[config.mk]
export PLATFORM = sky130hd
export DESIGN_NAME = hazard_scoreboard_unit
export DESIGN_NICKNAME = d
export VERILOG_FILES = /design/src/rtl/hazard_pkg.sv /design/src/rtl/hazard_mem_busy_fsm.sv /design/src/rtl/hazard_scoreboard_unit.sv
export SDC_FILE = /design/constraint.sdc
export NUM_CORES = 1
export LEC_CHECK = 0
export CAP_MARGIN = 20
export CELL_PAD_IN_SITES_DETAIL_PLACEMENT = 1
export CELL_PAD_IN_SITES_GLOBAL_PLACEMENT = 2
export CORE_ASPECT_RATIO = 0.5
export CORE_MARGIN = 10
export CORE_UTILIZATION = 41
export CTS_CLUSTER_DIAMETER = 40
export DETAILED_ROUTE_END_ITERATION = 16
export HOLD_SLACK_MARGIN = 0.1
export MAX_ROUTING_LAYER = met4
export PLACE_DENSITY_LB_ADDON = 0.1
export SKIP_LAST_GASP = 1
export SYNTH_ARGS = -nofsm -noshare
export SYNTH_HDL_FRONTEND = slang
export SYNTH_SLANG_ARGS = --single-unit
[constraint.sdc]
create_clock -name clock -period 8.5 [get_ports clock]
set_input_delay 2.125 -clock clock [delete_from_list [all_inputs] [get_ports clock]]
set_output_delay 2.125 -clock clock [all_outputs]
set_load 0.03 [all_outputs]
[src/rtl/hazard_pkg.sv]
// Shared encodings for the hazard scoreboard unit: stall causes, memory FSM
// states and the per-operand-class readiness thresholds.
package hazard_pkg;

    typedef enum logic [1:0] {
        CAUSE_NONE   = 2'd0,
        CAUSE_DATA   = 2'd1,
        CAUSE_BRANCH = 2'd2,
        CAUSE_MEM    = 2'd3
    } cause_e;

    typedef enum logic {
        MS_IDLE = 1'b0,
        MS_BUSY = 1'b1
    } mem_state_e;

    // A source stalls while its register's counter is above its class threshold.
    localparam int unsigned THR_BRANCH = 32'd0;
    localparam int unsigned THR_OTHER  = 32'd1;
    localparam int unsigned THR_STORE  = 32'd2;

    function automatic logic [31:0] sat_inc32(input logic [31:0] value);
        if (value == 32'hFFFF_FFFF) begin
            return value;
        end else begin
            return value + 32'd1;
        end
    endfunction

endpackage

[src/rtl/hazard_mem_busy_fsm.sv]
// Holds the front end while a memory access occupies the shared memory port,
// for MEM_BUSY_CYCLES cycles per access; a new access while busy restarts the hold.
module hazard_mem_busy_fsm
    import hazard_pkg::*;
#(
    parameter int MEM_BUSY_CYCLES = 1
) (
    input  logic clock,
    input  logic reset_n,
    input  logic mem_start,
    output logic mem_stall
);

    localparam int REM_W = (MEM_BUSY_CYCLES < 2) ? 1 : $clog2(MEM_BUSY_CYCLES + 1);
    localparam logic [REM_W-1:0] RELOAD   = REM_W'(MEM_BUSY_CYCLES - 1);
    localparam logic [REM_W-1:0] REM_ONE  = REM_W'(1);
    localparam logic [REM_W-1:0] REM_ZERO = REM_W'(0);
    localparam bit               HAS_BUSY = (MEM_BUSY_CYCLES > 1);

    mem_state_e        state_r;
    logic [REM_W-1:0]  remain_r;

    // State and remaining-cycle counter; BUSY covers the cycles after the starting one.
    always_ff @(posedge clock) begin
        if (!reset_n) begin
            state_r  <= MS_IDLE;
            remain_r <= REM_ZERO;
        end else begin
            case (state_r)
                MS_IDLE: begin
                    if (mem_start && HAS_BUSY) begin
                        state_r  <= MS_BUSY;
                        remain_r <= RELOAD;
                    end else begin
                        state_r  <= MS_IDLE;
                        remain_r <= remain_r;
                    end
                end
                MS_BUSY: begin
                    if (mem_start) begin
                        state_r  <= MS_BUSY;
                        remain_r <= RELOAD;
                    end else if (remain_r == REM_ONE) begin
                        state_r  <= MS_IDLE;
                        remain_r <= REM_ZERO;
                    end else begin
                        state_r  <= MS_BUSY;
                        remain_r <= remain_r - REM_ONE;
                    end
                end
                default: begin
                    state_r  <= MS_IDLE;
                    remain_r <= REM_ZERO;
                end
            endcase
        end
    end

    assign mem_stall = mem_start | (state_r == MS_BUSY);

endmodule

[src/rtl/hazard_scoreboard_unit.sv]
// Per-register readiness scoreboard driving PC / IF/ID enables and the ID/EX bubble.
// Optional HAZARD_PERF_EN adds saturating stall-cycle counters per cause.
module hazard_scoreboard_unit
    import hazard_pkg::*;
#(
    parameter int REG_ADDR_W      = 5,
    parameter int ALU_LAT         = 0,
    parameter int LOAD_LAT        = 1,
    parameter int MEM_BUSY_CYCLES = 1
) (
    input  logic                  clock,
    input  logic                  reset_n,
    input  logic                  issue_valid,
    input  logic                  issue_reg_write,
    input  logic                  issue_mem_read,
    input  logic [REG_ADDR_W-1:0] issue_dest,
    input  logic [REG_ADDR_W-1:0] id_rs,
    input  logic [REG_ADDR_W-1:0] id_rt,
    input  logic                  id_uses_rs,
    input  logic                  id_uses_rt,
    input  logic                  id_branch,
    input  logic                  id_mem_write,
    input  logic                  id_flush,
    input  logic                  mem_start,
    output logic                  pc_write,
    output logic                  if_id_write,
    output logic                  hazard_zero,
    output logic [1:0]            stall_cause
`ifdef HAZARD_PERF_EN
    ,
    output logic [31:0]           perf_data_stall,
    output logic [31:0]           perf_branch_stall,
    output logic [31:0]           perf_mem_stall
`endif
);

    localparam int NUM_REGS = 1 << REG_ADDR_W;
    localparam int RDY_W    = $clog2(LOAD_LAT + ALU_LAT + 3);

    localparam logic [RDY_W-1:0] RDY_ZERO = RDY_W'(0);
    localparam logic [RDY_W-1:0] RDY_ONE  = RDY_W'(1);
    localparam logic [RDY_W-1:0] LOAD_SET = RDY_W'(LOAD_LAT + 1);
    localparam logic [RDY_W-1:0] ALU_SET  = RDY_W'(ALU_LAT + 1);
    localparam logic [RDY_W-1:0] THR_B    = RDY_W'(THR_BRANCH);
    localparam logic [RDY_W-1:0] THR_O    = RDY_W'(THR_OTHER);
    localparam logic [RDY_W-1:0] THR_S    = RDY_W'(THR_STORE);

    logic [RDY_W-1:0] rdy_r [NUM_REGS];
    logic [RDY_W-1:0] rs_rdy_s, rt_rdy_s, thr_rs_s, thr_rt_s;
    logic             src_hit_s, data_stall_s, branch_stall_s, mem_stall_s, write_s;

    hazard_mem_busy_fsm #(
        .MEM_BUSY_CYCLES(MEM_BUSY_CYCLES)
    ) u_mem_busy (
        .clock    (clock),
        .reset_n  (reset_n),
        .mem_start(mem_start),
        .mem_stall(mem_stall_s)
    );

    // Source readiness and per-class thresholds; a store's rt is only needed in MEM.
    always_comb begin
        rs_rdy_s = (id_rs == {REG_ADDR_W{1'b0}}) ? RDY_ZERO : rdy_r[id_rs];
        rt_rdy_s = (id_rt == {REG_ADDR_W{1'b0}}) ? RDY_ZERO : rdy_r[id_rt];
        thr_rs_s = id_branch ? THR_B : THR_O;
        thr_rt_s = id_branch ? THR_B : (id_mem_write ? THR_S : THR_O);
        src_hit_s = ((id_uses_rs & (rs_rdy_s > thr_rs_s)) |
                     (id_uses_rt & (rt_rdy_s > thr_rt_s))) & ~id_flush;
        data_stall_s   = src_hit_s & ~id_branch;
        branch_stall_s = src_hit_s & id_branch;
    end

    // Stall outputs with data > branch > memory priority; reset forces free-running.
    always_comb begin
        if (!reset_n) begin
            stall_cause = CAUSE_NONE;
        end else if (data_stall_s) begin
            stall_cause = CAUSE_DATA;
        end else if (branch_stall_s) begin
            stall_cause = CAUSE_BRANCH;
        end else if (mem_stall_s) begin
            stall_cause = CAUSE_MEM;
        end else begin
            stall_cause = CAUSE_NONE;
        end
        hazard_zero = (stall_cause != CAUSE_NONE);
        pc_write    = ~hazard_zero;
        if_id_write = ~hazard_zero;
    end

    assign write_s = issue_valid & ~hazard_zero & issue_reg_write &
                     (issue_dest != {REG_ADDR_W{1'b0}});

    // Scoreboard counters: a new writer loads its latency, all others count down to zero.
    always_ff @(posedge clock) begin
        for (int r = 0; r < NUM_REGS; r++) begin
            if (!reset_n || r == 0) begin
                rdy_r[r] <= RDY_ZERO;
            end else if (write_s && issue_dest == REG_ADDR_W'(r)) begin
                rdy_r[r] <= issue_mem_read ? LOAD_SET : ALU_SET;
            end else if (rdy_r[r] != RDY_ZERO) begin
                rdy_r[r] <= rdy_r[r] - RDY_ONE;
            end else begin
                rdy_r[r] <= rdy_r[r];
            end
        end
    end

`ifdef HAZARD_PERF_EN
    // Stall-cycle counters, one per cause.
    always_ff @(posedge clock) begin
        if (!reset_n) begin
            perf_data_stall   <= 32'd0;
            perf_branch_stall <= 32'd0;
            perf_mem_stall    <= 32'd0;
        end else begin
            case (stall_cause)
                CAUSE_DATA:   perf_data_stall   <= sat_inc32(perf_data_stall);
                CAUSE_BRANCH: perf_branch_stall <= sat_inc32(perf_branch_stall);
                CAUSE_MEM:    perf_mem_stall    <= sat_inc32(perf_mem_stall);
                default: begin
                    perf_data_stall   <= perf_data_stall;
                    perf_branch_stall <= perf_branch_stall;
                    perf_mem_stall    <= perf_mem_stall;
                end
            endcase
        end
    end
`endif

endmodule

### Word level (Yosys, flattened, before mapping)

Memory sizes are Yosys's and may differ from the RTL's.
Index checks and enable logic that the tools add are counted.

| operators by class | value |
|---|---|
| reductions and logical operators | 66 |
| multiplexer cells | 451 |
| order comparisons | 2 |
| $add $sub $neg | 32 |
| bitwise operators | 107 |
| eq/ne operators | 31 |

Operator list:

| kind | count |
|---|---|
| 2-to-1 mux 1 bit | 348 |
| 2-to-1 mux 2 bit | 102 |
| OR 1 bit | 95 |
| == test 5 bit (second input constant) | 16 |
| nonzero test 2 bit | 32 |
| subtractor 2 x 1 -> 2 bit (second input constant) | 31 |
| == test 5 x 4 -> 1 bit (second input constant) | 8 |
| logical AND 1 bit | 31 |
| == test 5 x 3 -> 1 bit (second input constant) | 4 |
| == test 5 x 2 -> 1 bit (second input constant) | 2 |
| logical NOT 5 bit | 2 |
| AND 1 bit | 8 |
| == test 5 x 1 -> 1 bit (second input constant) | 1 |
| nonzero test 5 bit | 1 |
| inverter 1 bit | 4 |
| > comparator 2 x 1 -> 1 bit | 1 |
| > comparator 2 bit | 1 |
| one-hot mux 1 bit (2 select lines) | 1 |
| subtractor 1 bit (second input constant) | 1 |

| word-level totals | value |
|---|---|
| register bits | 2 |
| logic and storage cells | 692 |
| output and inout port bits | 5 |
| memory bits (writable) | 64 |
| input port bits | 26 |
| memories kept | 1 |

Memories:

| memory | depth | width | read ports | clocked after memory_dff | write ports | RTL line | text |
|---|---|---|---|---|---|---|---|
| rdy_r | 32 | 2 | 33 | 0 | 32 | hazard_scoreboard_unit.sv:48 | `logic [RDY_W-1:0] rdy_r [NUM_REGS];` |

### Longest topological paths before layout

Gate-level depths: netlist of run 1.

| logic depth | value |
|---|---|
| depth after elaboration | 22 |
| mapped depth | 15 |
| gate-level depth less buffers | 12 |

### Hierarchy

From an unflattened synthesis of run 1, not the netlist that was laid out.

| second synthesis, totals | value |
|---|---|
| cell total of the unflattened synthesis | 520 |
| area total of the unflattened synthesis | 5,863.1 um2 |

Modules (own cells, without submodules):

| module | times used | cells each | area each (um2) | sequential area each (um2) |
|---|---|---|---|---|
| hazard_scoreboard_unit | 1 | 511 | 5,778.0 | 1,861.8 |
| hazard_mem_busy_fsm | 1 | 9 | 85.1 | 40.0 |

### Worst setup path after synthesis of run 1

No wires, ideal clock.

| timing path | value |
|---|---|
| kind | input to output |
| from | in id_rt[0] |
| to | out stall_cause[0] |
| required time | 6.375 ns |
| slack | 0.671 ns |
| arrival time | 5.704 ns |
| path buffers | 3 |
| stages on the path | 12 |
| cells stage by stage | clkbuf_1 > buf_1 > mux4_2 > mux4_2 > mux2_2 > ha_1 > nor2b_1 > o2111ai_1 > a21boi_0 > a41oi_4 > buf_6 > a21oi_1 |

| on the way | value |
|---|---|
| cells in the longest elaborated chain, start to end | 10 |
| elaborated cells between the ends (all ways) | 12 |
| those cells by class | order compare (1); mux (4); bitwise (5); reduce/logical (1); memory (1) |

RTL lines:

| element | RTL line | text |
|---|---|---|
| start: declaration | hazard_scoreboard_unit.sv:18 | `input logic [REG_ADDR_W-1:0] id_rt,` |
| memory (32 x 2 bit) or logical NOT 5 bit (tied branches) | - |  |
| 2-to-1 mux 2 bit * | hazard_scoreboard_unit.sv:64 | `rt_rdy_s = (id_rt == {REG_ADDR_W{1'b0}}) ? RDY_ZERO : rdy_r[id_rt];` |
| > comparator 2 bit * | hazard_scoreboard_unit.sv:68 | `(id_uses_rt & (rt_rdy_s > thr_rt_s))) & ~id_flush;` |
| AND 1 bit * | hazard_scoreboard_unit.sv:68 |  |
| OR 1 bit * | hazard_scoreboard_unit.sv:67 | `src_hit_s = ((id_uses_rs & (rs_rdy_s > thr_rs_s)) \|` |
| AND 1 bit * | hazard_scoreboard_unit.sv:68 |  |
| AND 1 bit | hazard_scoreboard_unit.sv:70 | `branch_stall_s = src_hit_s & id_branch;` |
| 2-to-1 mux 2 bit | hazard_scoreboard_unit.sv:79 | `end else if (branch_stall_s) begin` |
| 2-to-1 mux 2 bit * | hazard_scoreboard_unit.sv:77 | `end else if (data_stall_s) begin` |
| 2-to-1 mux 2 bit * | hazard_scoreboard_unit.sv:75 | `if (!reset_n) begin` |
| end: declaration | hazard_scoreboard_unit.sv:28 | `output logic [1:0] stall_cause` |

Mark *: on every way between the ends. The rest lies on a longest branch, timed or not.

### Worst setup path after layout of run 1

Ends and elaborated chain as after synthesis.

==> metrics.txt, run 1 <==
# TYPE chip_impl_metric gauge
chip_impl_metric{name="initial_core_util",unit="%"} 41.64
chip_impl_metric{name="synth_edf_count",unit=""} 62
chip_impl_metric{name="route.antenna.remaining_nets",unit=""} 0
chip_impl_metric{name="area_growth_syn_to_layout",unit="%"} 12.37
chip_impl_metric{name="share_of_flip_flops_with_an_asynchronous_set_or_reset",unit="%"} 0
chip_impl_info{name="status",value="finished, final reports clean"} 1
chip_impl_metric{name="remaining_overflow_grt",unit=""} 0
chip_impl_metric{name="worst-endpoint-required",unit="ps"} 6380
chip_impl_metric{name="hold_buffers",unit=""} 0
chip_impl_metric{name="pwr_density_cell",unit="mW/mm^2"} 280.1
chip_impl_metric{name="design.portCount",unit=""} 31
chip_impl_metric{name="worst-endpoint-arrival",unit="ps"} 5960
chip_impl_metric{name="mappedNetlistNets",unit=""} 589
chip_impl_metric{name="antenna_found_initial",unit=""} 0
chip_impl_metric{name="grt_pass1_vias",unit=""} 4364
chip_impl_metric{name="fin_worst_skew",unit="ps"} 8.110
chip_impl_metric{name="place_inst",unit=""} 714
chip_impl_metric{name="cts_clock_pin_slew_for_the_worst_setup_and_hold_paths",unit="ps"} 60
chip_impl_metric{name="worst_pin_slew",unit="ps"} 982.5
chip_impl_metric{name="drt_first_pass_iters",unit=""} 4
chip_impl_metric{name="seqPwrFrac",unit="%"} 37.8
chip_impl_metric{name="largest_net_degree_at_the_start_of_global_routing",unit=""} 41
chip_impl_info{name="global_route.peak_usage_layer",value="met2"} 1
chip_impl_metric{name="antenna-diode-count",unit=""} 0
chip_impl_info{name="synthTopCellsByArea",value="edfxtp_1 33%, mux2i_1 13%, mux4_2 13%"} 1
chip_impl_metric{name="detail_route.drc_violations",unit=""} 0
chip_impl_metric{name="fin_worst_hold_slack",unit="ps"} 450.7
chip_impl_info{name="ys_dominant_reg_cell",value="edfxtp_1"} 1
chip_impl_metric{name="nets",unit=""} 609
chip_impl_metric{name="cts_setup_buffers",unit=""} 0
chip_impl_metric{name="drt_iter0_drcs",unit=""} 261
chip_impl_info{name="root_buffer",value="clkbuf_16"} 1
chip_impl_metric{name="max-cap-violations",unit=""} 0
chip_impl_metric{name="wl_per_cell",unit="um"} 21.05
chip_impl_metric{name="sw_frac_of_total",unit="%"} 37.63
chip_impl_metric{name="numPortBuffers",unit=""} 30
chip_impl_metric{name="relSlewSlack",unit="%"} 34.29
chip_impl_metric{name="synth.yosys.seq_area_share",unit="%"} 33.89
chip_impl_metric{name="cts_repair_resize_count",unit=""} 0
chip_impl_metric{name="grt_pass1_wl",unit="um"} 25040
chip_impl_info{name="worst_setup_path_start_kind",value="input port"} 1
chip_impl_metric{name="groute.layer.met1.usage",unit="%"} 23.68
chip_impl_metric{name="global_route.usage.total",unit="%"} 17.71
chip_impl_metric{name="ys_ff_latch",unit=""} 64
chip_impl_info{name="synth.cells.most_frequent",value="99 x inv_1, 74 x nand3_1, 73 x mux2i_1"} 1
chip_impl_metric{name="fin_setup_tns",unit="ps"} 0
chip_impl_metric{name="syn_avg_cell_area",unit="um^2"} 10.61
chip_impl_metric{name="floorplan.die_area",unit="mm^2"} 0.01905
chip_impl_info{name="worstSetupPathType",value="input port to output port"} 1
chip_impl_metric{name="p_int",unit="W"} 0.001101
chip_impl_metric{name="placement.setup.worst_slack",unit="ps"} 394.8
chip_impl_info{name="yosys.area.top_type",value="edfxtp_1"} 1
chip_impl_info{name="holdCritPathClass",value="flop to flop"} 1
chip_impl_metric{name="yosysWarningCount",unit=""} 0
chip_impl_metric{name="maxClockFrequency",unit="MHz"} 123.6
chip_impl_metric{name="clock_tree.buffer_depth",unit=""} 2
chip_impl_metric{name="chipHeight",unit="um"} 102.7
chip_impl_info{name="tritoncts_clock_tree",value="yes"} 1
chip_impl_metric{name="cts_inserted_buffers",unit=""} 9
chip_impl_metric{name="power_frac_comb",unit="%"} 42.7
chip_impl_metric{name="report.final.slew_viol_count",unit=""} 0
chip_impl_metric{name="use_met3",unit="%"} 3.342
chip_impl_metric{name="postLayoutCellArea",unit="mm^2"} 0.006306
chip_impl_metric{name="die_w",unit="um"} 185.5
chip_impl_info{name="cp-end-kind",value="output port"} 1
chip_impl_metric{name="final-setup-viol-count",unit=""} 0
chip_impl_metric{name="final_layout_size_suffix_gt1_share",unit="%"} 14.62
chip_impl_metric{name="period_minus_slack",unit="ps"} 8089
chip_impl_metric{name="vias_per_cell",unit=""} 5.629
chip_impl_info{name="synth_most_common_cell",value="inv_1"} 1
chip_impl_metric{name="dpl-instance-area",unit="mm^2"} 0.006041
chip_impl_metric{name="route.vias.total",unit=""} 4109
chip_impl_metric{name="htreeDepth",unit=""} 3
chip_impl_metric{name="core",unit="mm^2"} 0.01348
chip_impl_metric{name="final_worst_slack",unit="ps"} 411.2
chip_impl_metric{name="fin_cells",unit=""} 730
chip_impl_metric{name="syn-cell-area",unit="mm^2"} 0.005612
chip_impl_metric{name="cts.sink_count",unit=""} 64
chip_impl_metric{name="core.rowCount",unit=""} 30
chip_impl_metric{name="worst_ir_drop_vdd",unit="V"} 0.0001037
chip_impl_metric{name="report.final.hold_viol_count",unit=""} 0
chip_impl_metric{name="synthCells",unit=""} 529
chip_impl_metric{name="p_clk_share",unit="%"} 19.5
chip_impl_metric{name="detailed_place_hpwl",unit="um"} 11730
chip_impl_metric{name="globalRouteMet2Util",unit="%"} 27.65
chip_impl_metric{name="power.leakage",unit="nW"} 2.842
chip_impl_metric{name="post_route_wl",unit="um"} 15370
chip_impl_metric{name="p_switching",unit="W"} 0.0006645
chip_impl_metric{name="routabilityCongestion",unit=""} 0.8346
chip_impl_metric{name="worst-path-max-fanout",unit=""} 36
chip_impl_metric{name="clock_latency",unit="ps"} 340
chip_impl_metric{name="final_min_period_over_clock_period",unit="%"} 95.16
chip_impl_metric{name="yosys.cell_types.count",unit=""} 42
chip_impl_metric{name="post-synth-top-area-fraction",unit="%"} 33.18
chip_impl_info{name="grt_setup_unrepaired",value="false"} 1
layout make-up:
type                            count  area, um^2
Fill cell                        1478        7169
Multi-Input combinational cell    334        3167
Sequential cell                    64        1902
Timing Repair Buffer               41       380.4
Inverter                           99       371.6
Clock buffer                       10       229.0
Tap cell                          176       220.2
Clock inverter                      6       36.28
registers in the layout, indices dropped and copies added (netlist names):
register	cells
u_mem_busy.state_r	1
rdy_r	62
u_mem_busy.remain_r	1
critical path, stage by stage:
cell and delay (ps):
clkdlybuf4s50_1 470, buf_4 310, mux4_2 550, mux4_2 500, mux2_2 280, ha_1 310
nor2b_1 150, o2111ai_1 150, a21boi_0 170, a41oi_4 220, buf_4 460, a21oi_1 80
buf_4 190
stage by stage:
| step | util [%] | power (W) |
|---|---|---|
| floorplan | - | 0.001195 |
| global placement | 44.83 | 0.001391 |
| detailed placement | 44.83 | 0.001425 |
| CTS | 46.80 | 0.001777 |
| global route | 46.80 | 0.001918 |
| finish | 46.80 | 0.001766 |
power groups by stage:
stage          clock (W)  combinational (W)  sequential, W
5_1_grt         0.000363           0.000873       0.000682
3_5_place_dp           0           0.000753       0.000672
3_3_place_gp           0           0.000724       0.000667
6_report        0.000344           0.000755       0.000667
4_1_cts         0.000350           0.000760       0.000667
2_1_floorplan          0           0.000597       0.000598
per-layer routing:
metal / wire length (um) / part of all wire, %
met4: 119 / 0.77
met2: 7053 / 46
met1: 7540 / 49
met3: 653 / 4.2
met5: 0 / 0
kinds of logic (layout without fill, tap and decap cells):
logic type               after synthesis  in the layout  synth area share (%)
buffers and inverters                131            156                 9.721
adder cells (fa/ha/maj)               34             34                 7.581
multiplexers                         107            107                 26.27
AND/OR/NAND/NOR                      174            174                 19.73
flip-flops                            64             64                 33.89
AO/OA/AOI/OAI                         19             19                 2.810
path summary, 6_finish.rpt:
path	depth (start not counted)	endpoint	slack [ps]	start
worst max-delay path	13	stall_cause[0]	410	id_rt[0]
worst min-delay path	1	u_mem_busy.state_r	450	u_mem_busy.remain_r
worst max register to register	11	rdy_r[6][0]	4340	rdy_r[31][1]
worst min register to register	1	u_mem_busy.state_r	450	u_mem_busy.remain_r
layout by cell type, fill, tap and decap left out, drive strengths merged, types with 2 or more instances in the layout:
master	count
inv	99
nand3	82
mux2i	73
edfxtp	62
ha	34
nand3b	33
mux4	32
clkdlybuf4s50	25
buf	16
nor2b	12
nor2	12
nand2	10
clkbuf	10
nand4	5
a21oi	4
nand2b	4
nor3	4
clkinv	4
o21ai	3
nand4b	3
a22o	2
mux2	2
a31oi	2
and3	2
and3b	2
nor3b	2
clkinvlp	2
dfxtp	2
o211ai	2
Note: power is estimated with default switching activity, not from simulation.
==> run 2: changes to the inputs <==
--- a/config.mk
+++ b/config.mk
@@ -13,6 +13,7 @@
 export CORE_UTILIZATION = 41
 export CTS_CLUSTER_DIAMETER = 40
 export DETAILED_ROUTE_END_ITERATION = 16
+export GPL_ROUTABILITY_DRIVEN = 0
 export HOLD_SLACK_MARGIN = 0.1
 export MAX_ROUTING_LAYER = met4
 export PLACE_DENSITY_LB_ADDON = 0.1
==> results of run 2 <==
Same layout as run 1: the final DEF is identical, and so are final timing and power.
==> run 3: changes to the inputs <==
--- a/config.mk
+++ b/config.mk
@@ -10,13 +10,14 @@
 export CELL_PAD_IN_SITES_GLOBAL_PLACEMENT = 2
 export CORE_ASPECT_RATIO = 0.5
 export CORE_MARGIN = 10
-export CORE_UTILIZATION = 41
+export CORE_UTILIZATION = 40
 export CTS_CLUSTER_DIAMETER = 40
 export DETAILED_ROUTE_END_ITERATION = 16
 export GPL_ROUTABILITY_DRIVEN = 0
 export HOLD_SLACK_MARGIN = 0.1
 export MAX_ROUTING_LAYER = met4
 export PLACE_DENSITY_LB_ADDON = 0.1
+export RECOVER_POWER = 25
 export SKIP_LAST_GASP = 1
 export SYNTH_ARGS = -nofsm -noshare
 export SYNTH_HDL_FRONTEND = slang
==> run 3 against run 2 <==
Compared with the run above: die area up 2.1%; utilization down 0.92 points; sequential power up 2%; clock skew hardly changed; largest power group unchanged; cell area fell by 0.87%; first-iteration DRC count is 1.1% lower; critical path type unchanged; final cell count increased by 2.2%; non-clock buffer count did not move.
==> metrics.txt, run 3 (same netlist as run 1, synthesis figures left out) <==
# TYPE chip_impl_metric gauge
chip_impl_metric{name="p_int",unit="W"} 0.001131
chip_impl_metric{name="route.vias.total",unit=""} 4110
chip_impl_metric{name="max-cap-violations",unit=""} 0
chip_impl_metric{name="remaining_overflow_grt",unit=""} 0
chip_impl_metric{name="p_clk_share",unit="%"} 20.6
chip_impl_metric{name="initial_core_util",unit="%"} 41.18
chip_impl_metric{name="largest_register_ffs",unit=""} 62
chip_impl_metric{name="postLayoutCellArea",unit="mm^2"} 0.006251
chip_impl_metric{name="cts_repair_resize_count",unit=""} 0
chip_impl_info{name="tritoncts_clock_tree",value="yes"} 1
chip_impl_metric{name="report.final.hold_viol_count",unit=""} 0
chip_impl_info{name="worstSetupPathType",value="input port to output port"} 1
chip_impl_metric{name="chipHeight",unit="um"} 103.8
chip_impl_metric{name="final_layout_size_suffix_gt1_share",unit="%"} 12.09
chip_impl_info{name="worst_setup_path_start_kind",value="input port"} 1
chip_impl_metric{name="design.portCount",unit=""} 31
chip_impl_metric{name="period_minus_slack",unit="ps"} 8208
chip_impl_metric{name="grt_pass1_wl",unit="um"} 24780
chip_impl_metric{name="worst-path-max-fanout",unit=""} 11
chip_impl_metric{name="worst-endpoint-arrival",unit="ps"} 6080
chip_impl_metric{name="reg2regPathDepth",unit=""} 11
chip_impl_metric{name="htreeDepth",unit=""} 3
chip_impl_metric{name="maxClockFrequency",unit="MHz"} 121.8
chip_impl_metric{name="worst-endpoint-required",unit="ps"} 6380
chip_impl_metric{name="hold_buffers",unit=""} 0
chip_impl_info{name="top_layer",value="met4"} 1
chip_impl_metric{name="antenna_found_initial",unit=""} 0
chip_impl_metric{name="pwr_density_cell",unit="mW/mm^2"} 287.8
chip_impl_metric{name="post_route_wl",unit="um"} 15540
chip_impl_metric{name="cts_setup_buffers",unit=""} 0
chip_impl_metric{name="nets",unit=""} 609
chip_impl_metric{name="global_route.usage.total",unit="%"} 16.63
chip_impl_metric{name="worst_ir_drop_vdd",unit="V"} 0.0001139
chip_impl_metric{name="area_growth_syn_to_layout",unit="%"} 11.39
chip_impl_metric{name="floorplan.die_area",unit="mm^2"} 0.01945
chip_impl_metric{name="fin_setup_tns",unit="ps"} 0
chip_impl_metric{name="wl_per_cell",unit="um"} 20.84
chip_impl_info{name="grt_setup_unrepaired",value="false"} 1
chip_impl_metric{name="cts.sink_count",unit=""} 64
chip_impl_metric{name="core",unit="mm^2"} 0.01363
chip_impl_info{name="reg_top3",value="rdy_r (62), u_mem_busy.remain_r (1), u_mem_busy.state_r (1)"} 1
chip_impl_metric{name="largest_net_degree_at_the_start_of_global_routing",unit=""} 76
chip_impl_info{name="cp-end-kind",value="output port"} 1
chip_impl_metric{name="routed-wl-met2",unit="um"} 6900
chip_impl_metric{name="hold_crit_depth",unit=""} 1
chip_impl_metric{name="report.final.slew_viol_count",unit=""} 0
chip_impl_metric{name="detailed_place_hpwl",unit="um"} 11950
chip_impl_metric{name="fin_worst_skew",unit="ps"} 8.285
chip_impl_metric{name="power_frac_comb",unit="%"} 41.7
chip_impl_metric{name="final_worst_slack",unit="ps"} 292.3
chip_impl_info{name="holdCritPathClass",value="flop to flop"} 1
chip_impl_metric{name="antenna-diode-count",unit=""} 0
chip_impl_metric{name="numPortBuffers",unit=""} 30
chip_impl_metric{name="dpl-instance-area",unit="mm^2"} 0.006066
chip_impl_metric{name="clock_latency",unit="ps"} 340
chip_impl_metric{name="vias_per_cell",unit=""} 5.509
chip_impl_info{name="mostFrequentLayoutCells",value="99 x inv_1, 81 x nand3_1, 73 x mux2i_1"} 1
chip_impl_metric{name="final-setup-viol-count",unit=""} 0
chip_impl_metric{name="route.layer.met1.wl",unit="um"} 7880
chip_impl_metric{name="relSlewSlack",unit="%"} 46.95
chip_impl_info{name="max_flop_register",value="rdy_r"} 1
chip_impl_metric{name="drt_first_pass_iters",unit=""} 5
chip_impl_metric{name="worst_pin_slew",unit="ps"} 793.0
chip_impl_metric{name="sw_frac_of_total",unit="%"} 37.14
chip_impl_metric{name="die_w",unit="um"} 187.5
chip_impl_metric{name="core.rowCount",unit=""} 30
chip_impl_metric{name="drt_iter0_drcs",unit=""} 258
chip_impl_info{name="root_buffer",value="clkbuf_16"} 1
chip_impl_metric{name="grt_pass1_vias",unit=""} 4316
chip_impl_metric{name="placement.setup.worst_slack",unit="ps"} 284.6
chip_impl_info{name="status",value="finished, final reports clean"} 1
chip_impl_metric{name="p_switching",unit="W"} 0.0006681
chip_impl_metric{name="final_min_period_over_clock_period",unit="%"} 96.56
chip_impl_metric{name="route.antenna.remaining_nets",unit=""} 0
chip_impl_metric{name="cts_clock_pin_slew_for_the_worst_setup_and_hold_paths",unit="ps"} 60
chip_impl_metric{name="clock_tree.buffer_depth",unit=""} 2
chip_impl_metric{name="power.leakage",unit="nW"} 2.844
chip_impl_metric{name="cts_inserted_buffers",unit=""} 9
chip_impl_metric{name="wl_met3",unit="um"} 601
chip_impl_metric{name="detail_route.drc_violations",unit=""} 0
chip_impl_metric{name="seqPwrFrac",unit="%"} 37.8
chip_impl_info{name="layout_commonest_cell",value="inv_1"} 1
## run 3: worst paths after layout
kind,from,end,slack (ps)
worst max-delay path,id_rt[1],stall_cause[0],290
worst min-delay path,u_mem_busy.remain_r,u_mem_busy.state_r,460
worst max register to register,rdy_r[30][1],rdy_r[1][1],4430
worst min register to register,u_mem_busy.remain_r,u_mem_busy.state_r,460
## run 3: through the flow
| step | hold WS (ps) | utilization [%] | cells | total power (W) |
|---|---|---|---|---|
| after global placement | 436.7 | 44.52 | 730 | 0.001409 |
| after detailed placement | 438.9 | 44.52 | 730 | 0.001440 |
| final | 458.7 | 45.88 | 746 | 0.001799 |
| after global routing | 498.0 | 45.88 | 746 | 0.001951 |
| after floorplan | 417.9 | - | 529 | 0.001195 |
| after CTS | 454.0 | 46.57 | 746 | 0.001823 |
## run 3: metal layers
layer / vias to the layer above / GRT usage, %
met5: - / -
met4: 0 / 3.746
met3: 15 / 3.213
met2: 68 / 24.26
met1: 2071 / 23.29
li1: 1956 / -
## run 3: power by group through the flow
stage	Clock, W	Combinational [W]	Sequential, W
floorplan	0	0.000597	0.000598
global placement	0	0.000723	0.000686
detailed placement	0	0.000753	0.000686
CTS	0.000382	0.000761	0.000679
global route	0.000391	0.000865	0.000695
finish	0.000370	0.000750	0.000679
## run 3: cell type report
class,instances,area (um^2)
Inverter,99,371.6
Sequential cell,64,1902
Tap cell,192,240.2
Multi-Input combinational cell,334,3072
Timing Repair Buffer,41,385.4
Fill cell,1525,7375
Clock buffer,11,232.7
Clock inverter,5,47.55
## run 3: critical path, stage by stage
cell             delay (ps)
clkdlybuf4s50_1         760
buf_4                   280
mux4_2                  310
mux4_2                  480
mux2_2                  270
ha_1                    290
nor2b_1                 190
o2111ai_1               120
a21boi_0                320
a41oi_4                  70
a21oi_1                 160
clkdlybuf4s50_1         690
